`src/rtl/bellek_hakemi_if.sv`:
```
// Bus bundle between the core, the memory arbiter and the shared single-port memory.
// slave is the arbiter's view; master is the core/memory side that drives requests and read data.
interface bellek_hakemi_if #(
   parameter int ADRES_BIT = 32,
   parameter int VERI_BIT  = 32
);
   logic                 b_istek;
   logic [ADRES_BIT-1:0] b_adres;
   logic                 b_hazir;
   logic                 b_gecerli;
   logic [VERI_BIT-1:0]  b_veri;

   logic                 v_istek;
   logic [ADRES_BIT-1:0] v_adres;
   logic                 v_yaz;
   logic [VERI_BIT-1:0]  v_yaz_veri;
   logic                 v_hazir;
   logic                 v_gecerli;
   logic [VERI_BIT-1:0]  v_veri;
   logic                 v_hata;

   logic [ADRES_BIT-1:0] bellek_adres;
   logic                 bellek_yaz;
   logic [VERI_BIT-1:0]  bellek_yaz_veri;
   logic [VERI_BIT-1:0]  bellek_oku_veri;

   modport slave (
      input  b_istek, b_adres,
      input  v_istek, v_adres, v_yaz, v_yaz_veri,
      input  bellek_oku_veri,
      output b_hazir, b_gecerli, b_veri,
      output v_hazir, v_gecerli, v_veri, v_hata,
      output bellek_adres, bellek_yaz, bellek_yaz_veri
   );

   modport master (
      output b_istek, b_adres,
      output v_istek, v_adres, v_yaz, v_yaz_veri,
      output bellek_oku_veri,
      input  b_hazir, b_gecerli, b_veri,
      input  v_hazir, v_gecerli, v_veri, v_hata,
      input  bellek_adres, bellek_yaz, bellek_yaz_veri
   );
endinterface

```
`src/rtl/bellek_hakemi.sv`:
```
// Round-robin arbiter giving the fetch (b) and load/store (v) sides turns on one
// single-port memory, one outstanding access at a time.
//
// state  | meaning
// BOSTA  | idle; grant a pending request, pulse x_gecerli of the access just finished
// ERISIM | memory access in flight; sayac counts down the read latency
module bellek_hakemi #(
   parameter int ADRES_BIT = 32,
   parameter int VERI_BIT  = 32,
   parameter int GECIKME   = 0
) (
   input logic           clk,
   input logic           rst,
   bellek_hakemi_if.slave bus
);

   localparam int SAYAC_BIT = (GECIKME < 1) ? 1 : $clog2(GECIKME + 1);

   typedef enum logic {BOSTA, ERISIM} durum_t;
   typedef enum logic {KAZANAN_B, KAZANAN_V} kazanan_t;

   durum_t               durum;
   durum_t               durum_sonraki;
   kazanan_t             son_kazanan;
   logic [SAYAC_BIT-1:0] sayac;
   logic                 aktif_v;
   logic                 aktif_yaz;
   logic                 kabul_b;
   logic                 kabul_v;
   logic                 hizali;

   logic                 b_gecerli_r;
   logic [VERI_BIT-1:0]  b_veri_r;
   logic                 v_gecerli_r;
   logic [VERI_BIT-1:0]  v_veri_r;
   logic                 v_hata_r;
   logic [ADRES_BIT-1:0] bellek_adres_r;
   logic                 bellek_yaz_r;
   logic [VERI_BIT-1:0]  bellek_yaz_veri_r;

   assign hizali = (bus.v_adres[1:0] == 2'b00);

   always_ff @(posedge clk or posedge rst) begin
      if (rst) durum <= BOSTA;
      else     durum <= durum_sonraki;
   end

   // On a tie the side that did not win last time is granted.
   always_comb begin
      durum_sonraki = durum;
      kabul_b       = 1'b0;
      kabul_v       = 1'b0;
      case (durum)
         BOSTA: begin
            if (bus.b_istek && (!bus.v_istek || son_kazanan == KAZANAN_V))
               kabul_b = 1'b1;
            else if (bus.v_istek)
               kabul_v = 1'b1;
            if (kabul_b || (kabul_v && hizali))
               durum_sonraki = ERISIM;
         end
         ERISIM: begin
            if (sayac == '0)
               durum_sonraki = BOSTA;
         end
         default: durum_sonraki = BOSTA;
      endcase
   end

   always_ff @(posedge clk or posedge rst) begin
      if (rst) begin
         son_kazanan       <= KAZANAN_V;
         sayac             <= '0;
         aktif_v           <= 1'b0;
         aktif_yaz         <= 1'b0;
         b_gecerli_r       <= 1'b0;
         b_veri_r          <= '0;
         v_gecerli_r       <= 1'b0;
         v_veri_r          <= '0;
         v_hata_r          <= 1'b0;
         bellek_adres_r    <= '0;
         bellek_yaz_r      <= 1'b0;
         bellek_yaz_veri_r <= '0;
      end else begin
         b_gecerli_r <= 1'b0;
         v_gecerli_r <= 1'b0;
         v_hata_r    <= 1'b0;
         case (durum)
            BOSTA: begin
               if (kabul_b) begin
                  son_kazanan    <= KAZANAN_B;
                  aktif_v        <= 1'b0;
                  aktif_yaz      <= 1'b0;
                  bellek_adres_r <= bus.b_adres;
                  bellek_yaz_r   <= 1'b0;
                  sayac          <= SAYAC_BIT'(GECIKME);
               end else if (kabul_v) begin
                  son_kazanan <= KAZANAN_V;
                  if (hizali) begin
                     aktif_v           <= 1'b1;
                     aktif_yaz         <= bus.v_yaz;
                     bellek_adres_r    <= bus.v_adres;
                     bellek_yaz_r      <= bus.v_yaz;
                     bellek_yaz_veri_r <= bus.v_yaz_veri;
                     sayac             <= SAYAC_BIT'(GECIKME);
                  end else begin
                     // Misaligned access never reaches the memory; it completes with an error.
                     v_gecerli_r <= 1'b1;
                     v_hata_r    <= 1'b1;
                  end
               end
            end
            ERISIM: begin
               bellek_yaz_r <= 1'b0;
               if (sayac != '0) begin
                  sayac <= sayac - SAYAC_BIT'(1);
               end else if (aktif_v) begin
                  v_gecerli_r <= 1'b1;
                  if (!aktif_yaz) v_veri_r <= bus.bellek_oku_veri;
               end else begin
                  b_gecerli_r <= 1'b1;
                  b_veri_r    <= bus.bellek_oku_veri;
               end
            end
            default: ;
         endcase
      end
   end

   assign bus.b_hazir         = kabul_b;
   assign bus.v_hazir         = kabul_v;
   assign bus.b_gecerli       = b_gecerli_r;
   assign bus.b_veri          = b_veri_r;
   assign bus.v_gecerli       = v_gecerli_r;
   assign bus.v_veri          = v_veri_r;
   assign bus.v_hata          = v_hata_r;
   assign bus.bellek_adres    = bellek_adres_r;
   assign bus.bellek_yaz      = bellek_yaz_r;
   assign bus.bellek_yaz_veri = bellek_yaz_veri_r;

endmodule
```
`src/flat_wrapper.sv`:
```
// flat-port wrapper written by rule: the top's interface ports become plain ports
module bellek_hakemi_flat 
#(
   parameter int ADRES_BIT = 32,
   parameter int VERI_BIT  = 32,
   parameter int GECIKME   = 0
)
  (clk, rst, bus_b_istek, bus_b_adres, bus_v_istek, bus_v_adres, bus_v_yaz, bus_v_yaz_veri, bus_bellek_oku_veri, bus_b_hazir, bus_b_gecerli, bus_b_veri, bus_v_hazir, bus_v_gecerli, bus_v_veri, bus_v_hata, bus_bellek_adres, bus_bellek_yaz, bus_bellek_yaz_veri);
  bellek_hakemi_if #(.ADRES_BIT(ADRES_BIT), .VERI_BIT(VERI_BIT)) bus_i ();
  input logic clk;
  input logic rst;
  input wire logic [$bits(bus_i.b_istek)-1:0] bus_b_istek;
  input wire logic [$bits(bus_i.b_adres)-1:0] bus_b_adres;
  input wire logic [$bits(bus_i.v_istek)-1:0] bus_v_istek;
  input wire logic [$bits(bus_i.v_adres)-1:0] bus_v_adres;
  input wire logic [$bits(bus_i.v_yaz)-1:0] bus_v_yaz;
  input wire logic [$bits(bus_i.v_yaz_veri)-1:0] bus_v_yaz_veri;
  input wire logic [$bits(bus_i.bellek_oku_veri)-1:0] bus_bellek_oku_veri;
  output wire logic [$bits(bus_i.b_hazir)-1:0] bus_b_hazir;
  output wire logic [$bits(bus_i.b_gecerli)-1:0] bus_b_gecerli;
  output wire logic [$bits(bus_i.b_veri)-1:0] bus_b_veri;
  output wire logic [$bits(bus_i.v_hazir)-1:0] bus_v_hazir;
  output wire logic [$bits(bus_i.v_gecerli)-1:0] bus_v_gecerli;
  output wire logic [$bits(bus_i.v_veri)-1:0] bus_v_veri;
  output wire logic [$bits(bus_i.v_hata)-1:0] bus_v_hata;
  output wire logic [$bits(bus_i.bellek_adres)-1:0] bus_bellek_adres;
  output wire logic [$bits(bus_i.bellek_yaz)-1:0] bus_bellek_yaz;
  output wire logic [$bits(bus_i.bellek_yaz_veri)-1:0] bus_bellek_yaz_veri;
  assign bus_i.b_istek = bus_b_istek;
  assign bus_i.b_adres = bus_b_adres;
  assign bus_i.v_istek = bus_v_istek;
  assign bus_i.v_adres = bus_v_adres;
  assign bus_i.v_yaz = bus_v_yaz;
  assign bus_i.v_yaz_veri = bus_v_yaz_veri;
  assign bus_i.bellek_oku_veri = bus_bellek_oku_veri;
  assign bus_b_hazir = bus_i.b_hazir;
  assign bus_b_gecerli = bus_i.b_gecerli;
  assign bus_b_veri = bus_i.b_veri;
  assign bus_v_hazir = bus_i.v_hazir;
  assign bus_v_gecerli = bus_i.v_gecerli;
  assign bus_v_veri = bus_i.v_veri;
  assign bus_v_hata = bus_i.v_hata;
  assign bus_bellek_adres = bus_i.bellek_adres;
  assign bus_bellek_yaz = bus_i.bellek_yaz;
  assign bus_bellek_yaz_veri = bus_i.bellek_yaz_veri;
  bellek_hakemi #(.ADRES_BIT(ADRES_BIT), .VERI_BIT(VERI_BIT), .GECIKME(GECIKME)) u_core (.clk(clk), .rst(rst), .bus(bus_i));
endmodule
```
`config.mk`:
```
export PLATFORM = sky130hd
export DESIGN_NAME = bellek_hakemi_flat
export DESIGN_NICKNAME = d
export VERILOG_FILES = /design/src/rtl/bellek_hakemi_if.sv /design/src/rtl/bellek_hakemi.sv /design/src/flat_wrapper.sv
export SDC_FILE = /design/constraint.sdc
export NUM_CORES = 1
export LEC_CHECK = 0
export BUFFER_PORTS_ARGS = -buffer_cell sky130_fd_sc_hd__buf_2
export CORE_MARGIN = 5
export CORE_UTILIZATION = 35
export DETAILED_ROUTE_END_ITERATION = 10
export PLACE_DENSITY = 0.75
export SETUP_SLACK_MARGIN = 0.05
export SLEW_MARGIN = 20
export SYNTH_ARGS = -nofsm -noshare
export SYNTH_HDL_FRONTEND = slang
export SYNTH_SLANG_ARGS = --single-unit
```
`constraint.sdc`:
```
create_clock -name clk -period 10.3 [get_ports clk]
set_input_delay 0.515 -clock clk [delete_from_list [all_inputs] [get_ports clk]]
set_output_delay 0.515 -clock clk [all_outputs]
set_load 0.005 [all_outputs]
```
* Word level (Yosys, flattened, before mapping)
Cells that the tools add are included.
** Storage, ports and cells
- Register bits after elaboration :: 137
- Bits of input ports :: 133
- Word-level logic and storage cells :: 72
** Cells by class
- Add/subtract/negate cells :: 1
- Eq/ne operators :: 2
- Mux-type cells :: 37
- Bitwise operators :: 5
- Reductions and logical operators :: 14
** Operators with widths (number)
- $mux W32 :: 3
- $mux W1 :: 30
- $pmux W1 S2 :: 4
- $reduce_and A4 Y1 :: 2
- $reduce_and A3 Y1 :: 2
- $not A1 Y1 :: 5
- $reduce_and A2 Y1 :: 2
- $reduce_bool A2 Y1 :: 2
- $ne A3 B2 Y1 const B :: 1
- $ne A3 B3 Y1 const B :: 1
- $logic_and A1 B1 Y1 :: 2
- $logic_not A2 Y1 :: 1
- $logic_or A1 B1 Y1 :: 2
- $logic_not A1 Y1 :: 1
- $sub A1 B1 Y1 const B :: 1

* Longest topological paths before layout
- Depth in word-level cells :: 9
- Depth in mapped cells :: 7

* Worst setup path after synthesis
No wires, ideal clock.
- Path kind :: input to register
- Start point :: input port bus_v_adres[1]
- End point :: register u_core.bellek_yaz_veri_r[0], in the netlist u_core.bus.bellek_yaz_veri[0]
- Library setup time :: 125 ps
- Arrival time :: 1619 ps
- Required time :: 10175 ps
- Slack :: 8556 ps
- Stages on the path :: 5
- Buffers on the path :: 2
- Cell sequence :: nor2_1 > and3_4 > buf_6 > buf_6 > mux2_4
** On the way
- Cells in the longest elaborated chain, start to end :: 2
** Ends and longest elaborated chain
- from (decl) :: RTL line flat_wrapper.sv:15 : input wire logic [$bits(bus_i.v_adres)-1:0] bus_v_adres;
- $logic_not A2 Y1 :: RTL line bellek_hakemi.sv:41 : assign hizali = (bus.v_adres[1:0] == 2'b00);
- $reduce_and A4 Y1 (no source line)
- to (signal assigned) :: RTL line bellek_hakemi.sv:104 : bellek_yaz_veri_r <= bus.v_yaz_veri;
- to (decl) :: RTL line bellek_hakemi.sv:39 : logic [VERI_BIT-1:0] bellek_yaz_veri_r;
Every way passes these cells.
A chain may end at the register's enable or synchronous reset.

* Worst setup path in the final report
- Start point :: register u_core.durum
- End point :: output port bus_b_hazir
** On the way
- Cells in the longest elaborated chain, start to end :: 1
** Ends and longest elaborated chain
- from (decl) :: RTL line bellek_hakemi.sv:22 : durum_t durum;
- from (signal assigned) :: RTL line bellek_hakemi.sv:45 : else durum <= durum_sonraki;
- $mux W1 :: RTL line bellek_hakemi.sv:53 : case (durum)
- to (decl) :: RTL line flat_wrapper.sv:19 : output wire logic [$bits(bus_i.b_hazir)-1:0] bus_b_hazir;
Every way passes these cells.

==> run metrics <==
post_cts resized 0; drt wl/cell 17.9 um; post-CTS setup buffers 0; nature of the critical path startpoint flip-flop; cells taking the most area after synthesis sky130_fd_sc_hd__dfrtp_1, sky130_fd_sc_hd__mux2_2, sky130_fd_sc_hd__mux2_4; critical path endpoint category output port; Logic pwr share 33.1%; count of nets left with antenna violations after detail routing 0; Seq. cell area 0.00340 mm2; clock-pin slew on the worst setup and hold paths 60 ps; placeable core region 0.0165 mm2; Inserted Clock Buffers 17; width of the die 139 um; initial standard-cell utilization of the core 35.4%; share of total power in sequential cells 39.8%; internal power contribution 1.61 mW; share of layout cells above drive strength 1 61.1%; largest net degree at the start of global routing 95; synthesized netlist net count 552; number of iterations in the first detailed-routing pass 4; CP Data Arrival Time 1820 ps; initial drt markers 239; Sw Ratio 30.1%; DIE AREA 0.0193 mm2; slew at the pin closest to its max-slew limit 1040 ps; sinks on the clock net 136; required arrival time at the worst endpoint 9790 ps; Leak Pwr 3.80 nW; Net Switching 694 uW; average vias per placed instance 4.97; Pins Over Slew Limit 0; post-synthesis sequential area ratio 58.4%; critical path fanouts, max 29; reg-to-reg critical path startpoint u_core.durum; net total in the final layout 807; final routed DRC violation total 0; Yosys cell types 31; worst-case clock buffer depth 2; wire length of the first global-routing pass 26100 um; top-level I/O count 267; clock skew 6.28 ps; Slowest Stage Delay on Critical Path 460 ps; Max-slew headroom 30.3%; CP bufs+invs 3; RSZ-0062 raised after global routing false; fraction of post-synthesis cell area in the top cell type by area 57.9%; half-perimeter wire length after detailed placement 11300 um; mean post-synth cell area 13.9 um2; initial antenna violation count 2; clock period minus final worst setup slack 2330 ps; Die Y 139 um; quantity of I/O buffers inserted on ports 266; clock tree from TritonCTS done; routability cong. 0.781; setup_tns 0 ps; Syn Std Cell Area 0.00583 mm2; number of placement rows 47; status finished clean; Setup-failing EPs final 0; total of max-cap violations 0; most common library cell in the layout ignoring fill and taps sky130_fd_sc_hd__buf_2; classification of the worst setup path reg -> out; number of hold buffers added after CTS 0; placed cell count 874; biggest area consumer among synthesized cells sky130_fd_sc_hd__dfrtp_1; post-layout util 48.0%; routed via count 4520; vias in the first global route 4818; worst IR drop on VDD 0.115 mV; sum of routed wire length over all layers 16200 um; CTS root buffer sky130_fd_sc_hd__clkbuf_16; count of placed standard cells in the final layout, fillers left out 909; launching element of the worst setup path u_core.durum; clock insertion delay at the later pin of the skew report 420 ps; final hold violation count 0; synthesized instance count 419; synth-to-layout area growth 35.6%; flop and latch count out of synthesis 136; leading cell types in the layout, fill and taps excluded sky130_fd_sc_hd__buf_2, sky130_fd_sc_hd__dfrtp_1, sky130_fd_sc_hd__mux2_2; cell-by-cell listing of the critical path nor2b_2 -> buf_4 -> nand2_1 -> inv_1 -> buf_2; CTS HTree Levels 4; number of fillers in the final layout 1506; area of combinational cells with multiple inputs 0.00219 mm2; total gr overflow 0; portion of the clock cycle consumed by the worst path in the final layout 22.6%; type of the most critical hold path in -> async; Fmax achieved 0.429 GHz; warnings from Yosys 0; library cell contributing the largest single delay on the critical path sky130_fd_sc_hd__dfrtp_1; clock network power share 27.1%; power density over cell area 291 mW/mm2; overall fraction of global-route tracks in use 16.9%; dominant delay contributor by cell family on the critical path buffers and inverters
-- worst paths after layout --
path	to	slack, ps	cells past startpoint
setup / recovery	bus_b_hazir	7970	5
hold / removal	u_core.bus.bellek_yaz_veri[30]	280	2
setup reg to reg	u_core.bus.b_veri[26]	8320	3
hold reg to reg	u_core.bus.v_veri[10]	490	1
max in group asynchronous	u_core.bus.b_veri[28]	8920	3
min in group clk	u_core.bus.v_veri[11]	320	2
-- metrics by stage --
step | hold slack, ps | power [mW] | worst slack [ps] | instance area, um2
after CTS | 302 | 2.33 | 7830 | 7870
after global routing | 303 | 2.45 | 7850 | 7900
after global placement | 470 | 1.66 | 7410 | 7260
final | 278 | 2.30 | 7970 | 7900
after detailed placement | 481 | 1.69 | 7390 | 7270
after floorplan | 473 | 1.32 | 6150 | 5830
-- synthesized netlist by cell type (all sizes together) --
cell type	count
o211ai	26
nand2	5
inv	4
nor2b	3
or2	1
nand2b	3
o21a	1
or3	4
a21oi	2
and3	1
nor2	3
mux2	96
dfrtp	135
o21ai	32
nand4b	4
nand3	28
a22oi	1
nand4	27
o311a	4
buf	18
dfstp	1
clkbuf	19
a32o	1
-- cell families (layout without fill, tap and decap cells) --
| group | after synthesis | count (layout) | synth area share, % |
|---|---|---|---|
| flip-flops | 136 | 136 | 58.4 |
| multiplexers | 96 | 96 | 20.6 |
| AND/OR/NAND/NOR | 79 | 79 | 7.83 |
| AO/OA/AOI/OAI | 67 | 67 | 8.76 |
| buffers and inverters | 41 | 309 | 4.42 |
| other | 0 | 2 | 0 |
-- state kept, by name, summed over array words and instances (netlist names) --
| signal | flops |
|---|---|
| u_core.bus.b_gecerli | 1 |
| u_core.bus.v_hata | 1 |
| u_core.bus.bellek_yaz_veri | 32 |
| u_core.bus.b_veri | 32 |
| u_core.aktif_yaz | 1 |
| u_core.aktif_v | 1 |
| u_core.bus.v_veri | 32 |
| u_core.bus.v_gecerli | 1 |
| u_core.bus.bellek_adres | 32 |
| u_core.durum | 1 |
| u_core.son_kazanan | 1 |
| u_core.bus.bellek_yaz | 1 |
-- metal layers --
metal  vias to the layer above  track usage [%]  share of wire [%]
met5                         -                0              0.068
met4                         2             7.26                2.8
met3                        37             4.86                7.0
met2                       200             27.7                 49
met1                      2216             21.0                 41
li1                       2065                -                  -
-- power groups by stage --
stage / Clock (mW) / Sequential (mW) / Combinational, mW
5_1_grt: 0.666 / 0.953 / 0.832
6_report: 0.624 / 0.917 / 0.761
4_1_cts: 0.637 / 0.916 / 0.775
3_3_place_gp: 0 / 0.913 / 0.751
2_1_floorplan: 0 / 0.937 / 0.381
3_5_place_dp: 0 / 0.919 / 0.775
-- cell type report --
class / count / area share [%]
Sequential cell: 136 / 43.1
Inverter: 4 / 0.253
Clock inverter: 12 / 1.87
Clock buffer: 20 / 5.78
Timing Repair Buffer: 273 / 17.8
Antenna cell: 2 / 0.0633
Tap cell: 220 / 3.48
Multi-Input combinational cell: 242 / 27.7
Power figures use the tool's default switching activity.
